**config.mk**
```make
export PLATFORM = sky130hd
export DESIGN_NAME = fetch_sequencer_flat
export DESIGN_NICKNAME = d
export VERILOG_FILES = /design/src/rtl/cpu_pkg.sv /design/src/rtl/fetch_sequencer_if.sv /design/src/rtl/if_id_reg.sv /design/src/rtl/fetch_sequencer.sv /design/src/flat_wrapper.sv
export SDC_FILE = /design/constraint.sdc
export NUM_CORES = 1
export LEC_CHECK = 0
export ABC_AREA = 1
export CAP_MARGIN = 20
export CORE_UTILIZATION = 40
export DETAILED_ROUTE_END_ITERATION = 10
export GPL_ROUTABILITY_DRIVEN = 0
export HOLD_SLACK_MARGIN = 0.03
export PLACE_DENSITY = 0.73
export SYNTH_ARGS = -nofsm -noshare
export SYNTH_HDL_FRONTEND = slang
export SYNTH_HIERARCHICAL = 1
export SYNTH_SLANG_ARGS = --single-unit
export TNS_END_PERCENT = 20
```
**constraint.sdc**
```tcl
create_clock -name sysclk -period 3.2 [get_ports sysclk]
set_input_delay 0.64 -clock sysclk [delete_from_list [all_inputs] [get_ports sysclk]]
set_output_delay 0.64 -clock sysclk [all_outputs]
set_load 0.1 [all_outputs]
```
**src/rtl/cpu_pkg.sv**
```systemverilog
// Shared definitions for the 8-bit five-stage core: widths, reset PC,
// opcode constants and the fetch controller state encoding.
package cpu_pkg;

  localparam int unsigned ADDR_W   = 8;
  localparam logic [ADDR_W-1:0] RESET_PC = 8'h00;

  // IF/ID field widths, matching the instruction word layout {aux, rs, rt, opcode}
  localparam int unsigned OP_W     = 3;
  localparam int unsigned AUX_W    = 3;
  localparam int unsigned INSTR_W  = OP_W + 1 + 1 + AUX_W;

  localparam logic [OP_W-1:0] OP_ADD  = 3'b000;
  localparam logic [OP_W-1:0] OP_SUB  = 3'b001;
  localparam logic [OP_W-1:0] OP_AND  = 3'b010;
  localparam logic [OP_W-1:0] OP_OR   = 3'b011;
  localparam logic [OP_W-1:0] OP_LD   = 3'b100;
  localparam logic [OP_W-1:0] OP_ST   = 3'b101;
  localparam logic [OP_W-1:0] OP_BEQ  = 3'b110;
  localparam logic [OP_W-1:0] OP_HALT = 3'b111;

  typedef enum logic [1:0] {
    ST_IDLE = 2'd0,
    ST_RUN  = 2'd1,
    ST_HALT = 2'd2
  } fetch_state_e;

endpackage

```
**src/rtl/fetch_sequencer_if.sv**
```systemverilog
// Bus bundle between the fetch controller, instruction memory, decode,
// hazard unit and EXE redirect path.
interface fetch_sequencer_if #(
  parameter int unsigned ADDR_W = 8
);

  logic              start;
  logic              stall;
  logic              redirect;
  logic [ADDR_W-1:0] redirect_pc;

  logic [ADDR_W-1:0] imem_addr;
  logic [2:0]        imem_opcode;
  logic              imem_rt;
  logic              imem_rs;
  logic [2:0]        imem_aux;

  logic              id_valid;
  logic [ADDR_W-1:0] id_pc;
  logic [2:0]        id_opcode;
  logic              id_rt;
  logic              id_rs;
  logic [2:0]        id_aux;

  logic              busy;
  logic              halted;

  modport master (
    output start, stall, redirect, redirect_pc,
    output imem_opcode, imem_rt, imem_rs, imem_aux,
    input  imem_addr,
    input  id_valid, id_pc, id_opcode, id_rt, id_rs, id_aux,
    input  busy, halted
  );

  modport slave (
    input  start, stall, redirect, redirect_pc,
    input  imem_opcode, imem_rt, imem_rs, imem_aux,
    output imem_addr,
    output id_valid, id_pc, id_opcode, id_rt, id_rs, id_aux,
    output busy, halted
  );

endinterface

```
**src/rtl/if_id_reg.sv**
```systemverilog
// IF/ID pipeline register: flush clears only the valid bit, enable loads
// the whole entry, otherwise the entry holds.
module if_id_reg #(
  parameter int unsigned ADDR_W = 8
) (
  input  logic              clk,
  input  logic              rst,
  input  logic              en,
  input  logic              flush,
  input  logic [ADDR_W-1:0] d_pc,
  input  logic [2:0]        d_opcode,
  input  logic              d_rt,
  input  logic              d_rs,
  input  logic [2:0]        d_aux,
  output logic              q_valid,
  output logic [ADDR_W-1:0] q_pc,
  output logic [2:0]        q_opcode,
  output logic              q_rt,
  output logic              q_rs,
  output logic [2:0]        q_aux
);

  logic              valid_q,  valid_d;
  logic [ADDR_W-1:0] pc_q,     pc_d;
  logic [2:0]        opcode_q, opcode_d;
  logic              rt_q,     rt_d;
  logic              rs_q,     rs_d;
  logic [2:0]        aux_q,    aux_d;

  always_comb begin
    valid_d  = valid_q;
    pc_d     = pc_q;
    opcode_d = opcode_q;
    rt_d     = rt_q;
    rs_d     = rs_q;
    aux_d    = aux_q;
    if (flush) begin
      valid_d = 1'b0;
    end else if (en) begin
      valid_d  = 1'b1;
      pc_d     = d_pc;
      opcode_d = d_opcode;
      rt_d     = d_rt;
      rs_d     = d_rs;
      aux_d    = d_aux;
    end
  end

  always_ff @(posedge clk or posedge rst) begin
    if (rst) begin
      valid_q  <= 1'b0;
      pc_q     <= '0;
      opcode_q <= '0;
      rt_q     <= 1'b0;
      rs_q     <= 1'b0;
      aux_q    <= '0;
    end else begin
      valid_q  <= valid_d;
      pc_q     <= pc_d;
      opcode_q <= opcode_d;
      rt_q     <= rt_d;
      rs_q     <= rs_d;
      aux_q    <= aux_d;
    end
  end

  assign q_valid  = valid_q;
  assign q_pc     = pc_q;
  assign q_opcode = opcode_q;
  assign q_rt     = rt_q;
  assign q_rs     = rs_q;
  assign q_aux    = aux_q;

endmodule

```
**src/rtl/fetch_sequencer.sv**
```systemverilog
// Instruction-fetch controller: owns the PC, drives instruction-memory
// address, and sequences start, stall, redirect and halt into IF/ID.
module fetch_sequencer #(
  parameter int unsigned                  ADDR_W   = cpu_pkg::ADDR_W,
  parameter logic [ADDR_W-1:0]            RESET_PC = cpu_pkg::RESET_PC,
  parameter logic [cpu_pkg::OP_W-1:0]     HALT_OP  = cpu_pkg::OP_HALT
) (
  input  logic              sysclk,
  input  logic              reset,
  fetch_sequencer_if.slave  bus
);

  import cpu_pkg::*;

  fetch_state_e      state_q, state_d;
  logic [ADDR_W-1:0] pc_q, pc_d;
  logic              ifid_en;
  logic              ifid_flush;

  always_comb begin
    state_d    = state_q;
    pc_d       = pc_q;
    ifid_en    = 1'b0;
    ifid_flush = 1'b0;
    unique case (state_q)
      ST_IDLE: begin
        ifid_flush = 1'b1;
        if (bus.redirect) pc_d = bus.redirect_pc;
        if (bus.start)    state_d = ST_RUN;
      end
      ST_RUN: begin
        // redirect outranks stall: the flushed slot makes the frozen entry moot
        if (bus.redirect) begin
          pc_d       = bus.redirect_pc;
          ifid_flush = 1'b1;
        end else if (!bus.stall) begin
          ifid_en = 1'b1;
          if (bus.imem_opcode == HALT_OP) begin
            state_d = ST_HALT;
          end else begin
            pc_d = pc_q + ADDR_W'(1);
          end
        end
      end
      ST_HALT: begin
        if (bus.redirect) begin
          pc_d       = bus.redirect_pc;
          ifid_flush = 1'b1;
          state_d    = ST_RUN;
        end else if (!bus.stall) begin
          ifid_flush = 1'b1;
        end
      end
      default: begin
        state_d    = ST_IDLE;
        ifid_flush = 1'b1;
      end
    endcase
  end

  always_ff @(posedge sysclk or posedge reset) begin
    if (reset) begin
      state_q <= ST_IDLE;
      pc_q    <= RESET_PC;
    end else begin
      state_q <= state_d;
      pc_q    <= pc_d;
    end
  end

  if_id_reg #(
    .ADDR_W(ADDR_W)
  ) u_if_id (
    .clk      (sysclk),
    .rst      (reset),
    .en       (ifid_en),
    .flush    (ifid_flush),
    .d_pc     (pc_q),
    .d_opcode (bus.imem_opcode),
    .d_rt     (bus.imem_rt),
    .d_rs     (bus.imem_rs),
    .d_aux    (bus.imem_aux),
    .q_valid  (bus.id_valid),
    .q_pc     (bus.id_pc),
    .q_opcode (bus.id_opcode),
    .q_rt     (bus.id_rt),
    .q_rs     (bus.id_rs),
    .q_aux    (bus.id_aux)
  );

  assign bus.imem_addr = pc_q;
  assign bus.busy      = (state_q == ST_RUN);
  assign bus.halted    = (state_q == ST_HALT);

endmodule

```
**src/flat_wrapper.sv**
```systemverilog
// flat-port wrapper written by rule: the top's interface ports become plain ports
module fetch_sequencer_flat import cpu_pkg::*;
#(
  parameter int unsigned                  ADDR_W   = cpu_pkg::ADDR_W,
  parameter logic [ADDR_W-1:0]            RESET_PC = cpu_pkg::RESET_PC,
  parameter logic [cpu_pkg::OP_W-1:0]     HALT_OP  = cpu_pkg::OP_HALT
)
  (sysclk, reset, bus_start, bus_stall, bus_redirect, bus_redirect_pc, bus_imem_opcode, bus_imem_rt, bus_imem_rs, bus_imem_aux, bus_imem_addr, bus_id_valid, bus_id_pc, bus_id_opcode, bus_id_rt, bus_id_rs, bus_id_aux, bus_busy, bus_halted);
  fetch_sequencer_if #(.ADDR_W(ADDR_W)) bus_i ();
  input  logic sysclk;
  input  logic reset;
  input wire logic [$bits(bus_i.start)-1:0] bus_start;
  input wire logic [$bits(bus_i.stall)-1:0] bus_stall;
  input wire logic [$bits(bus_i.redirect)-1:0] bus_redirect;
  input wire logic [$bits(bus_i.redirect_pc)-1:0] bus_redirect_pc;
  input wire logic [$bits(bus_i.imem_opcode)-1:0] bus_imem_opcode;
  input wire logic [$bits(bus_i.imem_rt)-1:0] bus_imem_rt;
  input wire logic [$bits(bus_i.imem_rs)-1:0] bus_imem_rs;
  input wire logic [$bits(bus_i.imem_aux)-1:0] bus_imem_aux;
  output wire logic [$bits(bus_i.imem_addr)-1:0] bus_imem_addr;
  output wire logic [$bits(bus_i.id_valid)-1:0] bus_id_valid;
  output wire logic [$bits(bus_i.id_pc)-1:0] bus_id_pc;
  output wire logic [$bits(bus_i.id_opcode)-1:0] bus_id_opcode;
  output wire logic [$bits(bus_i.id_rt)-1:0] bus_id_rt;
  output wire logic [$bits(bus_i.id_rs)-1:0] bus_id_rs;
  output wire logic [$bits(bus_i.id_aux)-1:0] bus_id_aux;
  output wire logic [$bits(bus_i.busy)-1:0] bus_busy;
  output wire logic [$bits(bus_i.halted)-1:0] bus_halted;
  assign bus_i.start = bus_start;
  assign bus_i.stall = bus_stall;
  assign bus_i.redirect = bus_redirect;
  assign bus_i.redirect_pc = bus_redirect_pc;
  assign bus_i.imem_opcode = bus_imem_opcode;
  assign bus_i.imem_rt = bus_imem_rt;
  assign bus_i.imem_rs = bus_imem_rs;
  assign bus_i.imem_aux = bus_imem_aux;
  assign bus_imem_addr = bus_i.imem_addr;
  assign bus_id_valid = bus_i.id_valid;
  assign bus_id_pc = bus_i.id_pc;
  assign bus_id_opcode = bus_i.id_opcode;
  assign bus_id_rt = bus_i.id_rt;
  assign bus_id_rs = bus_i.id_rs;
  assign bus_id_aux = bus_i.id_aux;
  assign bus_busy = bus_i.busy;
  assign bus_halted = bus_i.halted;
  fetch_sequencer #(.ADDR_W(ADDR_W), .RESET_PC(RESET_PC), .HALT_OP(HALT_OP)) u_core (.sysclk(sysclk), .reset(reset), .bus(bus_i));
endmodule
```
==> results of run 1 <==
per-stage QoR:
step                      worst slack, ns  util, %  hold WS [ns]  std cells
after detailed placement             1.05     52.9         0.463        289
after global placement               1.14     52.9         0.457        289
after CTS                            1.15     54.2         0.486        293
after global routing                 1.08     54.2         0.509        293
after floorplan                     0.951        -         0.480        199
final                                1.16     54.2         0.479        293
per-layer routing:
metal	wire length, um	share of wire [%]
met1	1500	48
met2	1450	46
met3	163	5.2
met4	36	1.1
met5	0	0
cells in the mapped netlist (all sizes together):
master	instances	area (um2)
nand2	84	349
nand3	28	145
dfrtp	27	676
inv	18	70.1
nor2	17	76.3
o21ai	9	45.0
buf	6	63.8
ha	6	75.1
a21oi	1	5.00
nor3	1	5.00
or2	1	6.26
xnor2	1	8.76
worst max-delay path: cells and delay by family (launching register included):
family / cells / cell delay [ns]
adders and majority gates: 1 / 0.24
buffers and inverters: 2 / 0.43
DFF: 1 / 0.46
cells by family (layout without fill, tap and decap cells):
family	Yosys count	count (layout)	synth area share, %
buf+inv	24	70	8.78
flops	27	27	44.3
simple gates	131	131	38.1
fa+ha+maj	6	6	4.92
compound gates	10	10	3.28
xor+xnor	1	1	0.574
flip-flops by register name, indices dropped and copies added, names as in the netlist:
register / count
u_core/bus.imem_addr: 8
u_core/u_if_id/q_pc: 8
u_core/u_if_id/q_aux: 3
u_core/u_if_id/q_opcode: 3
u_core/state_q: 2
u_core/u_if_id/q_rs: 1
u_core/u_if_id/q_rt: 1
u_core/u_if_id/q_valid: 1
worst paths after layout:
path | start | endpoint | slack, ns | cells after the start
min in group asynchronous | reset | u_core/bus.imem_addr[4]$_DFFE_PP0P_ | 0.68 | 2
max in group asynchronous | reset | u_core/u_if_id/q_opcode[0]$_DFFE_PP0P_ | 2.02 | 2
hold reg to reg | u_core/u_if_id/q_pc[6]$_DFFE_PP0P_ | u_core/u_if_id/q_pc[6]$_DFFE_PP0P_ | 0.48 | 2
setup reg to reg | u_core/state_q[0]$_DFFE_PP0P_ | u_core/bus.imem_addr[7]$_DFFE_PP0P_ | 1.55 | 9
hold / removal | u_core/u_if_id/q_pc[6]$_DFFE_PP0P_ | u_core/u_if_id/q_pc[6]$_DFFE_PP0P_ | 0.48 | 2
setup / recovery | u_core/state_q[0]$_DFFE_PP0P_ | bus_halted | 1.16 | 3
final cells by class:
class | count | share of cell area [%]
multi-input combinational | 148 | 36.3
timing repair buffer | 48 | 20.7
sequential | 27 | 34.1
clock inverter | 1 | 0.252
tap | 48 | 3.03
clock buffer | 3 | 2.08
inverter | 18 | 3.53
==> reports/qor.yml, run 1 <==
layout:
  nNetsFinal: 273
  seq_area_um2: 676
  n_fill_cell: 370
  multi_input_area_um2: 721
  final_common_cell: "nand2_1"
  finalInstanceArea_um2: 1980
  final_cell_mix: "nand2_1 (76), buf_4 (28), nand3_1 (27), dfrtp_1 (27), clkdlybuf4s50_1 (20)"
  syn_to_final_growth_pct: 30.0
  drive_above_1_share_pct: 20.8
  diodes: 0
clocking:
  cts.sinks: 27
  cts_max_level: 1
  cts_made_buffers: 3
  clock_path_buffers: 2
  cts_setup_buffers: 0
  cts_tree: "done"
  cts_root_buffer: "clkbuf_8"
  cts-hold-fix-buffers: 0
  clk_latency_ns: 0.27
  clk_pin_slew_ns: 0.09
  post_cts_resized: 0
global_routing:
  grt_max_degree: 19
  grtUsageMet2_pct: 26.1
  use_met1_pct: 23.3
  top_usage_layer: "met2"
  grt_use_met3_pct: 2.68
  antenna_found_initial: 0
  grt_pass1_wl_um: 5370
  grt_overflow: 0
  track_usage_pct: 16.6
  grt_pass1_vias: 1144
detailed_routing:
  routedWlPerCell_um: 10.7
  drc: 0
  avgViaCountPerCell: 4.60
  drt-pass1-iter-count: 4
  drt-total-wl_um: 3150
  drtIter0Drc: 115
  num_vias: 1349
  drtAntennaViolNets: 0
sta:
  report.final.slew_viol_count: 0
  finalCritPeriodShare_pct: 63.9
  max_slew.worst_pin.slew_ns: 0.630
  fin_tns_setup_ns: 0
  max_freq_mhz: 489
  fin_skew_ns: 0.00253
  hold_viol: 0
  relSlewSlack_pct: 57.9
  layout_min_cycle_time_ns: 2.04
  setup_viol: 0
  grt_setup_unrepaired: "false"
worst_setup_path:
  cp-end-kind: "output port"
  arrival_ns: 1.40
  cpPeakStageDelay_ns: 0.46
  critPathKind: "flip-flop to output port"
  worstPathRequired_ns: 2.56
  crit_slowest_cell: "dfrtp_1"
  path_cells: "inv_1, ha_1, buf_4"
  crit_path_max_fanout: 7
  start_kind: "flip-flop"
place:
  place_area_um2: 1940
  port_buffers: 47
  hpwl_um: 2320
yosys:
  ys_warn_count: 6
  synth_seq_cells: 27
  syn_inst: 199
  syn_area_um2: 1530
  seq_area_frac_synth_pct: 44.3
  synth.distinct_cells: 20
  synth.avg_cell_area_um2: 7.66
  synth_fp_nets: 226
die:
  io_pins: 48
  start_util_pct: 41.7
  die_w_um: 63.8
  die_h_um: 63.8
  fp.dieArea_um2: 4060
  std_cell_rows: 22
  coreArea_um2: 3660
run_status:
  status: "complete, no violations"
flow_run:
  timing.max_cap.violations: 0
hold_path:
  hp-class: "flip-flop to flip-flop"
Power of run 1 is left out: the tool's default activity adds up to more than one toggle a clock period on the data nets, which glitch-free logic cannot reach.
==> inputs of run 2 (changes only) <==
==> constraint.sdc (replaced) <==
create_clock -name sysclk -period 2.1 [get_ports sysclk]
set_input_delay 0.42 -clock sysclk [delete_from_list [all_inputs] [get_ports sysclk]]
set_output_delay 0.42 -clock sysclk [all_outputs]
set_load 0.1 [all_outputs]
==> reports/qor.yml, run 2 (synthesized netlist as in run 1, its figures left out) <==
detailed_routing:
  drt-total-wl_um: 3230  # was 3150 um
  drc: 0  # unchanged
  drtAntennaViolNets: 0  # unchanged
  drtIter0Drc: 68  # was 115
  avgViaCountPerCell: 4.62  # was 4.60
  drt-pass1-iter-count: 4  # unchanged
  num_vias: 1353  # was 1349
  routedWlPerCell_um: 11.0  # was 10.7 um
sta:
  grt_setup_unrepaired: "false"  # unchanged
  max_freq_mhz: 579
  layout_min_cycle_time_ns: 1.73
  setup_viol: 0  # unchanged
  hold_viol: 0  # unchanged
  fin_skew_ns: 0.00977  # was 0.00253 ns
  report.final.slew_viol_count: 0  # unchanged
  finalCritPeriodShare_pct: 82.2
  relSlewSlack_pct: 56.2  # was 57.9%
  max_slew.worst_pin.slew_ns: 0.656  # was 0.630 ns
  fin_tns_setup_ns: 0  # unchanged
  hold_ws_ns: 0.446  # was 0.479 ns
clocking:
  cts.sinks: 27  # unchanged
  clk_pin_slew_ns: 0.10  # was 0.09 ns
  cts_setup_buffers: 0  # unchanged
  cts_made_buffers: 3  # unchanged
  clk_latency_ns: 0.27  # about the same
  clock_path_buffers: 2  # unchanged
  post_cts_resized: 0  # unchanged
  cts_tree: "done"  # unchanged
  cts-hold-fix-buffers: 0  # unchanged
  cts_root_buffer: "clkbuf_8"  # unchanged
  cts_max_level: 1  # unchanged
flow_run:
  timing.max_cap.violations: 0  # unchanged
die:
  std_cell_rows: 22  # unchanged
  start_util_pct: 41.7  # unchanged
  coreArea_um2: 3660  # unchanged
  io_pins: 48  # unchanged
  fp.dieArea_um2: 4060  # unchanged
  die_w_um: 63.8  # unchanged
  die_h_um: 63.8  # unchanged
layout:
  drive_above_1_share_pct: 21.6  # was 20.8%
  syn_to_final_growth_pct: 32.8  # was 30.0%
  n_fill_cell: 365  # was 370
  final_cell_mix: "nand2_1 (76), nand3_1 (27), dfrtp_1 (27)"  # was nand2_1 (76), buf_4 (28), nand3_1 (27), dfrtp_1 (27), clkdlybuf4s50_1 (20)
  post_layout_nonfiller_instances: 293  # unchanged
  post-route-util_pct: 55.3  # was 54.2%
  diodes: 0  # unchanged
  final_common_cell: "nand2_1"  # unchanged
  nNetsFinal: 273  # unchanged
place:
  hpwl_um: 2320  # about the same
  dp.cells: 289  # unchanged
  port_buffers: 47  # unchanged
global_routing:
  grt_pass1_vias: 1240  # was 1144
  track_usage_pct: 17.1  # was 16.6%
  grt_max_degree: 19  # unchanged
  antenna_found_initial: 0  # unchanged
  grt_overflow: 0  # unchanged
  grt_pass1_wl_um: 5530  # was 5370 um
worst_setup_path:
  crit_slowest_cell: "dfrtp_1"  # unchanged
  path_cells: "inv_1, ha_2, buf_12"  # was inv_1, ha_1, buf_4
  start_kind: "flip-flop"  # unchanged
  arrival_ns: 1.31  # was 1.40 ns
  critPathBufInv: 2  # unchanged
  critPathKind: "flip-flop to output port"  # unchanged
  cpPeakStageDelay_ns: 0.47  # was 0.46 ns
  worstPathRequired_ns: 1.68  # was 2.56 ns
  crit_path_max_fanout: 7  # unchanged
  path_delay_family: "flip-flops"  # unchanged
  cp-end-kind: "output port"  # unchanged
hold_path:
  hp-class: "input port to asynchronous set/reset pin"  # was flip-flop to flip-flop
run_status:
  status: "complete, no violations"  # unchanged
[run 2: worst paths after layout]
kind                                                     start                             endpoint  slack, ns  depth (start not counted)
setup / recovery                 u_core/state_q[0]$_DFFE_PP0P_                           bus_halted       0.37                          3
hold / removal                                           reset  u_core/bus.imem_addr[4]$_DFFE_PP0P_       0.45                          2
setup reg to reg                 u_core/state_q[1]$_DFFE_PP0P_  u_core/bus.imem_addr[1]$_DFFE_PP0P_       0.42                          9
hold reg to reg            u_core/u_if_id/q_aux[0]$_DFFE_PP0P_  u_core/u_if_id/q_aux[0]$_DFFE_PP0P_       0.48                          2
max in group asynchronous                                reset   u_core/u_if_id/q_pc[0]$_DFFE_PP0P_       1.12                          2
min in group sysclk        u_core/u_if_id/q_aux[0]$_DFFE_PP0P_  u_core/u_if_id/q_aux[0]$_DFFE_PP0P_       0.48                          2
[run 2: through the flow]
step,instance area (um2),worst slack [ns]
after floorplan,1530,0.154
final,2030,0.374
after detailed placement,1980,0.157
after global routing,2030,0.293
after CTS,2030,0.363
after global placement,1980,0.252
[run 2: worst register-to-register path: stages, from the launching register on]
cell     delay, ns
dfrtp_1       0.44
inv_1         0.13
ha_2          0.25
inv_1         0.08
nor2_1        0.13
nand2_2       0.07
nand2_2       0.21
inv_1         0.13
nand2_1       0.07
o21ai_1       0.06
[run 2: layout make-up]
cell class / instances / area [um2] / area share, %
well taps: 48 / 60.1 / 2.96
clock buffers: 3 / 41.3 / 2.04
multi-input cells: 148 / 726 / 35.8
repair buffers: 48 / 448 / 22.1
flip-flops and latches: 27 / 676 / 33.4
clock inverters: 1 / 5.00 / 0.247
inverters: 18 / 70.1 / 3.46
[run 2: routing by layer]
layer	track usage, %	wire (um)	up-vias
met2	28.2	1510	29
met4	5.40	15	0
met1	23.0	1580	608
li1	-	-	714
met3	2.50	119	2
met5	0	0	-
Power of run 2 is left out for the same reason.
